[src/rtl/fmt_receiver_if.sv]
// Formatter-side packet bus and downstream word stream of fmt_receiver.
interface fmt_receiver_if;
    logic        fmt_req_i;
    logic        fmt_grant_o;
    logic [1:0]  fmt_chid_i;
    logic [5:0]  fmt_length_i;
    logic [31:0] fmt_data_i;
    logic        fmt_start_i;
    logic        fmt_end_i;
    logic [31:0] out_data_o;
    logic [1:0]  out_chid_o;
    logic        out_last_o;
    logic        out_valid_o;
    logic        out_ready_i;

    modport slave (
        input  fmt_req_i, fmt_chid_i, fmt_length_i, fmt_data_i, fmt_start_i, fmt_end_i, out_ready_i,
        output fmt_grant_o, out_data_o, out_chid_o, out_last_o, out_valid_o
    );
    modport master (
        output fmt_req_i, fmt_chid_i, fmt_length_i, fmt_data_i, fmt_start_i, fmt_end_i, out_ready_i,
        input  fmt_grant_o, out_data_o, out_chid_o, out_last_o, out_valid_o
    );
endinterface

[src/rtl/fmt_receiver.sv]
// Grants formatter packets only when the show-ahead buffer can hold them,
// stores words with channel/last tags, and keeps per-channel completion counts.
module fmt_receiver #(
    parameter int DEPTH = 64,
    parameter int TMO   = 16
) (
    input  logic          clk_i,
    input  logic          rstn_i,
    fmt_receiver_if.slave bus,
    input  logic          cnt_clr_i,
    output logic [7:0]    ch0_cnt_o,
    output logic [7:0]    ch1_cnt_o,
    output logic [7:0]    ch2_cnt_o,
    output logic          len_err_o,
    output logic          tmo_err_o
);
    localparam int AW = $clog2(DEPTH);
    localparam int TW = $clog2(TMO + 1);

    typedef enum logic [1:0] {IDLE, GRANT, WAIT, RECV} state_t;
    state_t r_state, w_state_nx;

    logic [34:0]     r_mem [DEPTH];
    logic [AW-1:0]   r_wr_ptr, r_rd_ptr;
    logic [AW:0]     r_count;
    logic [1:0]      r_chid;
    logic [5:0]      r_len, r_wcnt;
    logic [TW-1:0]   r_tmo;
    logic [2:0][7:0] r_cnt;
    logic            r_len_err, r_tmo_err;

    logic [AW:0] w_free, w_len_ext;
    logic        w_full, w_empty, w_push, w_pop;
    logic        w_wr, w_done, w_tmo_hit, w_drop, w_short, w_last;

    assign w_free    = (AW+1)'(DEPTH) - r_count;
    assign w_len_ext = (AW+1)'(bus.fmt_length_i);
    assign w_full    = (r_count == (AW+1)'(DEPTH));
    assign w_empty   = (r_count == '0);
    assign w_pop     = !w_empty && bus.out_ready_i;
    assign w_push    = w_wr && (!w_full || w_pop);

    // The length-th word is tagged last on write, so an overlong packet still
    // ends cleanly in the buffer even if that word has already been popped.
    assign w_last  = bus.fmt_end_i || ({1'b0, r_wcnt} + 7'd1 == {1'b0, r_len});
    assign w_drop  = (r_state == RECV) && !(r_wcnt < r_len);
    assign w_short = w_done && ({1'b0, r_wcnt} + 7'd1 < {1'b0, r_len});

    always_ff @(posedge clk_i) begin
        if (!rstn_i) r_state <= IDLE;
        else         r_state <= w_state_nx;
    end

    always_comb begin
        w_state_nx = r_state;
        w_wr       = 1'b0;
        w_done     = 1'b0;
        w_tmo_hit  = 1'b0;
        case (r_state)
            IDLE: if (bus.fmt_req_i && bus.fmt_length_i != 6'd0 && w_free >= w_len_ext)
                      w_state_nx = GRANT;
            GRANT: w_state_nx = WAIT;
            WAIT: begin
                if (bus.fmt_start_i) begin
                    w_wr = 1'b1;
                    if (bus.fmt_end_i) begin
                        w_done     = 1'b1;
                        w_state_nx = IDLE;
                    end else begin
                        w_state_nx = RECV;
                    end
                end else if (r_tmo == TW'(TMO - 1)) begin
                    w_tmo_hit  = 1'b1;
                    w_state_nx = IDLE;
                end
            end
            RECV: begin
                w_wr = (r_wcnt < r_len);
                if (bus.fmt_end_i) begin
                    w_done     = 1'b1;
                    w_state_nx = IDLE;
                end
            end
            default: w_state_nx = IDLE;
        endcase
    end

    always_ff @(posedge clk_i) begin
        if (w_push) r_mem[r_wr_ptr] <= {w_last, r_chid, bus.fmt_data_i};
    end

    always_ff @(posedge clk_i) begin
        if (!rstn_i) begin
            r_wr_ptr <= '0;
            r_rd_ptr <= '0;
            r_count  <= '0;
            r_chid   <= '0;
            r_len    <= '0;
            r_wcnt   <= '0;
            r_tmo    <= '0;
        end else begin
            if (w_push) r_wr_ptr <= r_wr_ptr + 1'b1;
            if (w_pop)  r_rd_ptr <= r_rd_ptr + 1'b1;
            case ({w_push, w_pop})
                2'b10:   r_count <= r_count + 1'b1;
                2'b01:   r_count <= r_count - 1'b1;
                default: r_count <= r_count;
            endcase
            if (r_state == IDLE && w_state_nx == GRANT) begin
                r_chid <= bus.fmt_chid_i;
                r_len  <= bus.fmt_length_i;
            end
            if (r_state == GRANT) begin
                r_wcnt <= '0;
                r_tmo  <= '0;
            end else begin
                if (w_wr)              r_wcnt <= r_wcnt + 1'b1;
                if (r_state == WAIT)   r_tmo  <= r_tmo + 1'b1;
            end
        end
    end

    // Clear has priority over any increment or error set in the same cycle.
    always_ff @(posedge clk_i) begin
        if (!rstn_i || cnt_clr_i) begin
            r_cnt     <= '0;
            r_len_err <= 1'b0;
            r_tmo_err <= 1'b0;
        end else begin
            for (int c = 0; c < 3; c++)
                if (w_done && r_chid == 2'(c) && r_cnt[c] != 8'hFF)
                    r_cnt[c] <= r_cnt[c] + 8'd1;
            if (w_drop || w_short) r_len_err <= 1'b1;
            if (w_tmo_hit)         r_tmo_err <= 1'b1;
        end
    end

    assign bus.fmt_grant_o = (r_state == GRANT);
    assign bus.out_valid_o = !w_empty;
    assign bus.out_data_o  = w_empty ? 32'd0 : r_mem[r_rd_ptr][31:0];
    assign bus.out_chid_o  = w_empty ? 2'd0  : r_mem[r_rd_ptr][33:32];
    assign bus.out_last_o  = w_empty ? 1'b0  : r_mem[r_rd_ptr][34];
    assign ch0_cnt_o = r_cnt[0];
    assign ch1_cnt_o = r_cnt[1];
    assign ch2_cnt_o = r_cnt[2];
    assign len_err_o = r_len_err;
    assign tmo_err_o = r_tmo_err;
endmodule

[src/flat_wrapper.sv]
// flat-port wrapper written by rule: the top's interface ports become plain ports
module fmt_receiver_flat 
#(
    parameter int DEPTH = 64,
    parameter int TMO   = 16
)
  (clk_i, rstn_i, cnt_clr_i, ch0_cnt_o, ch1_cnt_o, ch2_cnt_o, len_err_o, tmo_err_o, bus_fmt_req_i, bus_fmt_chid_i, bus_fmt_length_i, bus_fmt_data_i, bus_fmt_start_i, bus_fmt_end_i, bus_out_ready_i, bus_fmt_grant_o, bus_out_data_o, bus_out_chid_o, bus_out_last_o, bus_out_valid_o);
  fmt_receiver_if bus_i ();
  input  logic clk_i;
  input  logic rstn_i;
  input  logic cnt_clr_i;
  output logic [7:0] ch0_cnt_o;
  output logic [7:0] ch1_cnt_o;
  output logic [7:0] ch2_cnt_o;
  output logic len_err_o;
  output logic tmo_err_o;
  input wire logic [$bits(bus_i.fmt_req_i)-1:0] bus_fmt_req_i;
  input wire logic [$bits(bus_i.fmt_chid_i)-1:0] bus_fmt_chid_i;
  input wire logic [$bits(bus_i.fmt_length_i)-1:0] bus_fmt_length_i;
  input wire logic [$bits(bus_i.fmt_data_i)-1:0] bus_fmt_data_i;
  input wire logic [$bits(bus_i.fmt_start_i)-1:0] bus_fmt_start_i;
  input wire logic [$bits(bus_i.fmt_end_i)-1:0] bus_fmt_end_i;
  input wire logic [$bits(bus_i.out_ready_i)-1:0] bus_out_ready_i;
  output wire logic [$bits(bus_i.fmt_grant_o)-1:0] bus_fmt_grant_o;
  output wire logic [$bits(bus_i.out_data_o)-1:0] bus_out_data_o;
  output wire logic [$bits(bus_i.out_chid_o)-1:0] bus_out_chid_o;
  output wire logic [$bits(bus_i.out_last_o)-1:0] bus_out_last_o;
  output wire logic [$bits(bus_i.out_valid_o)-1:0] bus_out_valid_o;
  assign bus_i.fmt_req_i = bus_fmt_req_i;
  assign bus_i.fmt_chid_i = bus_fmt_chid_i;
  assign bus_i.fmt_length_i = bus_fmt_length_i;
  assign bus_i.fmt_data_i = bus_fmt_data_i;
  assign bus_i.fmt_start_i = bus_fmt_start_i;
  assign bus_i.fmt_end_i = bus_fmt_end_i;
  assign bus_i.out_ready_i = bus_out_ready_i;
  assign bus_fmt_grant_o = bus_i.fmt_grant_o;
  assign bus_out_data_o = bus_i.out_data_o;
  assign bus_out_chid_o = bus_i.out_chid_o;
  assign bus_out_last_o = bus_i.out_last_o;
  assign bus_out_valid_o = bus_i.out_valid_o;
  fmt_receiver #(.DEPTH(DEPTH), .TMO(TMO)) u_core (.clk_i(clk_i), .rstn_i(rstn_i), .bus(bus_i), .cnt_clr_i(cnt_clr_i), .ch0_cnt_o(ch0_cnt_o), .ch1_cnt_o(ch1_cnt_o), .ch2_cnt_o(ch2_cnt_o), .len_err_o(len_err_o), .tmo_err_o(tmo_err_o));
endmodule
[config.mk]
export PLATFORM = sky130hd
export DESIGN_NAME = fmt_receiver_flat
export DESIGN_NICKNAME = d
export VERILOG_FILES = /design/src/rtl/fmt_receiver_if.sv /design/src/rtl/fmt_receiver.sv /design/src/flat_wrapper.sv
export SDC_FILE = /design/constraint.sdc
export NUM_CORES = 2
export LEC_CHECK = 0
export BUFFER_PORTS_ARGS = -buffer_cell sky130_fd_sc_hd__buf_2
export CORE_UTILIZATION = 60
export DETAILED_ROUTE_END_ITERATION = 8
export PLACE_DENSITY = 0.76
export RECOVER_POWER = 50
export SKIP_CTS_REPAIR_TIMING = 1
export SLEW_MARGIN = 20
export SYNTH_ARGS = -nofsm -noshare
export SYNTH_HDL_FRONTEND = slang
export SYNTH_SLANG_ARGS = --single-unit
[constraint.sdc]
create_clock -name clk_i -period 7.6 [get_ports clk_i]
set_clock_uncertainty 0.15 [all_clocks]
set_input_delay 0.76 -clock clk_i [delete_from_list [all_inputs] [get_ports clk_i]]
set_output_delay 0.76 -clock clk_i [all_outputs]
set_load 0.01 [all_outputs]
==> impl_metrics.csv <==
group,metric,value,unit
layout,design_area,100000,µm²
route,route.detailed.drc,0,
pwr,clock_power_share,35.6,%
timing,fmax,148,MHz
die,fp.dieH,389,µm
global_route,grt_usage,30.7,%
route,wl_met1,82.5,mm
worst_setup_path,cp_max_fo,15,
cts,cts_root_buffer,"clkbuf_16",
cts,numCtsBuffers,216,
route,dr_wl_met3,25.3,mm
route,wl,229,mm
worst_setup_path,crit_arrival,5.86,ns
timing,tns,0,ns
logic_synthesis,synth_ff_type,"edfxtp_1",
die,num_rows,141,
worst_setup_path,critical_path_required,6.69,ns
logic_synthesis,synth-adder-area-share,0.469,%
global_route,grt_pass1_wl,325,mm
placed_design,place_congestion,0.848,
run,max_cap_violations,35,
worst_setup_path,crit_type,"register to output pin",
placed_design,port_buffers,109,
global_route,grt_overflow,0,
pwr,seq_power_share,47.5,%
cts,path_clk_slew,0.06,ns
pwr,power.density,301,nW/µm²
die,coreArea,148000,µm²
timing,rsz0062_at_grt,"false",
logic_synthesis,synth_seq_cells,2312,
route,drt_iter0_drc,6417,
cts,clkLatencyLatePin,0.86,ns
timing,hold_violations,0,
logic_synthesis,synth_cells,4143,
logic_synthesis,syn_area_per_cell,21.6,µm²
route,dr.pass1.iters,6,
logic_synthesis,synth_nets,4223,
placed_design,dpl.hpwl,124,mm
outcome,failed_checks,"max-capacitance violations, max-slew violations",
worst_setup_path,r2r-end,"u_core.r_count[6]$_SDFFE_PN0P_",
logic_synthesis,ys_types,70,
worst_setup_path,cp-start-kind,"register",
cts,htree_levels,4,
logic_synthesis,async_flop_share,0,%
logic_synthesis,synth_top_family_by_area,"multiplexers",
logic_synthesis,synth_edf_count,2240,
die,die_x,389,µm
pwr,intPower,22.4,mW
global_route,antenna_found_initial,15,
timing,final_max_slew_viol_count,2231,
global_route,grt_pass1_vias,45300,
worst_setup_path,r2r_cells,15,
layout,nets,4470,
pwr,switching_share,25.8,%
logic_synthesis,synth_compound_gate_area_share,2.13,%
route,vias,45300,
worst_setup_path,end_kind,"output pin",
route,wl_met2,110,mm
worst_setup_path,cp-startpoint,"u_core.r_count[0]$_SDFFE_PN0P_",
pwr,vdd_ir_drop_max,259,µV
pwr,p_sw,7.80,mW
pwr,p_leak,30.6,nW
route,wl_per_cell,35.2,µm
timing,final-setup-viol-count,0,
route,ant_nets,0,
timing,worst_pin_slew,3.48,ns
timing,max-slew-margin-rel,-132,%
route,topRoutingLayerUsed,"met5",
pwr,p_comb_share,16.9,%
logic_synthesis,synth_xor_area_share,0.420,%
logic_synthesis,ys.warnings.count,0,
logic_synthesis,netlist_area,89700,µm²
worst_setup_path,reg2reg_slack,2.28,ns
layout,drive_gt1_share,26.0,%
worst_setup_path,timing.rr.start,"u_core.r_count[0]$_SDFFE_PN0P_",
layout,instances_no_fill,6503,
outcome,outcome,"complete, but fails checks",
cts,cts.sinks,2312,
die,initial_core_util,60.6,%
placed_design,dp_cells,6098,
hold_path,holdCritPathClass,"primary input to register",
timing,fin_crit,6.77,ns
die,io-pin-count,110,
logic_synthesis,ys_seq_area_share,76.6,%
layout,syn_to_final_growth,11.7,%
cts,cts_max_path_buffers,3,
die,die_area,151000,µm²
timing,post-route-period-util,89.1,%
route,vias_per_cell,6.97,
placed_design,placed_area,93300,µm²
logic_synthesis,yosys.area_share.simple,2.55,%
logic_synthesis,synth.mux.area_fraction,16.4,%
worst_setup_path,critPathCapture,"bus_out_data_o[0]",
cts,cts_tree,"built",
global_route,grt_max_degree,121,
[logic make-up (layout without fill, tap and decap cells)]
| logic type | count (synthesis) | after routing |
|---|---|---|
| flip-flops | 2312 | 2312 |
| multiplexers | 720 | 720 |
| AND/OR/NAND/NOR | 498 | 498 |
| AO/OA/AOI/OAI | 294 | 294 |
| buffers and inverters | 243 | 670 |
| XOR/XNOR | 43 | 43 |
| adder cells (fa/ha/maj) | 33 | 33 |
| other | 0 | 3 |
[worst max-delay path: stages, from the launching register on]
cell and delay (ns):
dfxtp_1 0.34, inv_1 0.16, ha_1 0.24, or3b_1 0.49
nor4_1 0.22, clkbuf_1 1.06, inv_4 0.36, nand2_1 1.01
a211oi_1 0.28, a32oi_1 0.25, o21ai_0 0.30, buf_2 0.27
[metrics by stage]
step / util (%) / setup slack (ns) / hold WS, ns / power [mW]
floorplan: - / 3.45 / 0.286 / 17.9
CTS: 67.7 / 1.79 / -0.0308 / 30.2
finish: 67.7 / 0.825 / 0.0126 / 30.2
detailed placement: 63.0 / 2.28 / 0.309 / 19.6
global route: 67.7 / 0.915 / 0.0182 / 31.0
global placement: 63.0 / 2.45 / 0.293 / 19.6
[registers in the layout (all words and copies together), names as in the netlist, named ones only]
name and cells:
u_core.r_tmo 5, u_core.r_chid 2, u_core.r_wr_ptr 6, u_core.r_len 6, u_core.r_wcnt 6, u_core.r_rd_ptr 6, u_core.r_state 2, u_core.ch2_cnt_o 8
u_core.ch1_cnt_o 8, u_core.ch0_cnt_o 8, u_core.tmo_err_o 1, u_core.r_count 7, u_core.r_mem 2240, u_core.len_err_o 1
[synth_stat cells (4+ instances only)]
cell type	n	share of area, %
a211oi_1	41	0.34
a21o_1	4	0.033
a21oi_1	69	0.39
a22oi_1	12	0.10
a311oi_1	4	0.039
a31oi_1	16	0.11
a32oi_1	6	0.059
and2_1	16	0.11
and3_1	12	0.084
buf_1	24	0.10
buf_2	70	0.39
buf_4	43	0.36
buf_6	7	0.088
clkbuf_1	71	0.30
dfxtp_1	72	1.6
edfxtp_1	2240	75
ha_1	32	0.45
inv_1	26	0.11
mux2_2	18	0.23
mux2i_1	101	1.1
mux4_2	600	15
nand2_1	148	0.62
nand2b_1	8	0.056
nand3_1	46	0.26
nand3b_1	5	0.042
nand4_1	10	0.070
nor2_1	167	0.70
nor2b_1	31	0.22
nor3_1	29	0.16
nor4_1	5	0.035
o211ai_1	20	0.17
o21ai_0	49	0.27
o21ai_1	5	0.028
o221ai_1	6	0.059
o22ai_1	27	0.19
o31ai_1	6	0.050
or3_1	7	0.049
xnor2_1	20	0.20
xor2_1	23	0.22
[placed cells by master (no fill, tap or decap), types with 12 or more instances in the layout]
master / netlist / layout
a211oi_1: 41 / 41
a21oi_1: 69 / 69
a22oi_1: 12 / 12
a31oi_1: 16 / 16
and2_1: 16 / 16
and3_1: 12 / 12
buf_12: 0 / 17
buf_2: 70 / 60
buf_4: 43 / 97
bufinv_16: 0 / 22
clkbuf_1: 71 / 104
clkbuf_16: 0 / 219
clkinv_1: 1 / 55
clkinv_2: 0 / 39
dfxtp_1: 72 / 66
edfxtp_1: 2240 / 2240
ha_1: 32 / 32
inv_1: 26 / 24
mux2_2: 18 / 18
mux2i_1: 101 / 101
mux4_2: 600 / 600
nand2_1: 148 / 148
nand3_1: 46 / 46
nor2_1: 167 / 100
nor2_4: 0 / 64
nor2b_1: 31 / 31
nor3_1: 29 / 29
o211ai_1: 20 / 20
o21ai_0: 49 / 49
o22ai_1: 27 / 27
xnor2_1: 20 / 20
xor2_1: 23 / 23
[power groups by stage]
stage               registers [mW]  logic, mW  clock network, mW
finish                        14.3       5.10               10.7
global route                  14.3       5.34               11.3
CTS                           14.3       5.12               10.8
detailed placement            14.6       5.07                  0
global placement              14.6       4.99                  0
floorplan                     14.5       3.35                  0
[layout make-up]
| type | count | area [µm²] |
|---|---|---|
| Multi-Input combinational cell | 1588 | 20200 |
| Clock inverter | 141 | 1360 |
| Antenna cell | 3 | 7.51 |
| Tap cell | 1930 | 2410 |
| Inverter | 28 | 113 |
| Clock buffer | 257 | 5630 |
| Timing Repair Buffer | 244 | 1700 |
| Sequential cell | 2312 | 68700 |
| Fill cell | 8837 | 47900 |
[worst min path at each step]
stage | depth (start not counted) | start | slack, ns | end
2_1_floorplan | 2 | u_core.r_tmo[4]$_SDFFE_PP0P_ | 0.29 | u_core.r_tmo[4]$_SDFFE_PP0P_
3_3_place_gp | 2 | u_core.r_tmo[4]$_SDFFE_PP0P_ | 0.29 | u_core.r_tmo[4]$_SDFFE_PP0P_
3_5_place_dp | 2 | u_core.r_tmo[4]$_SDFFE_PP0P_ | 0.31 | u_core.r_tmo[4]$_SDFFE_PP0P_
4_1_cts | 3 | bus_fmt_chid_i[0] | -0.03 | u_core.r_chid[0]$_SDFFE_PN0P_
5_1_grt | 3 | bus_fmt_chid_i[0] | 0.02 | u_core.r_chid[0]$_SDFFE_PN0P_
6_report | 3 | bus_fmt_chid_i[0] | 0.01 | u_core.r_chid[0]$_SDFFE_PN0P_
[per-layer routing]
metal  vias to the layer above  GRT usage [%]
met5                         -              0
met4                        18           13.6
met3                       577           6.19
met2                      3211           48.0
met1                     23700           42.6
li1                      17800              -
No activity file was read; power rests on OpenSTA's default activity.
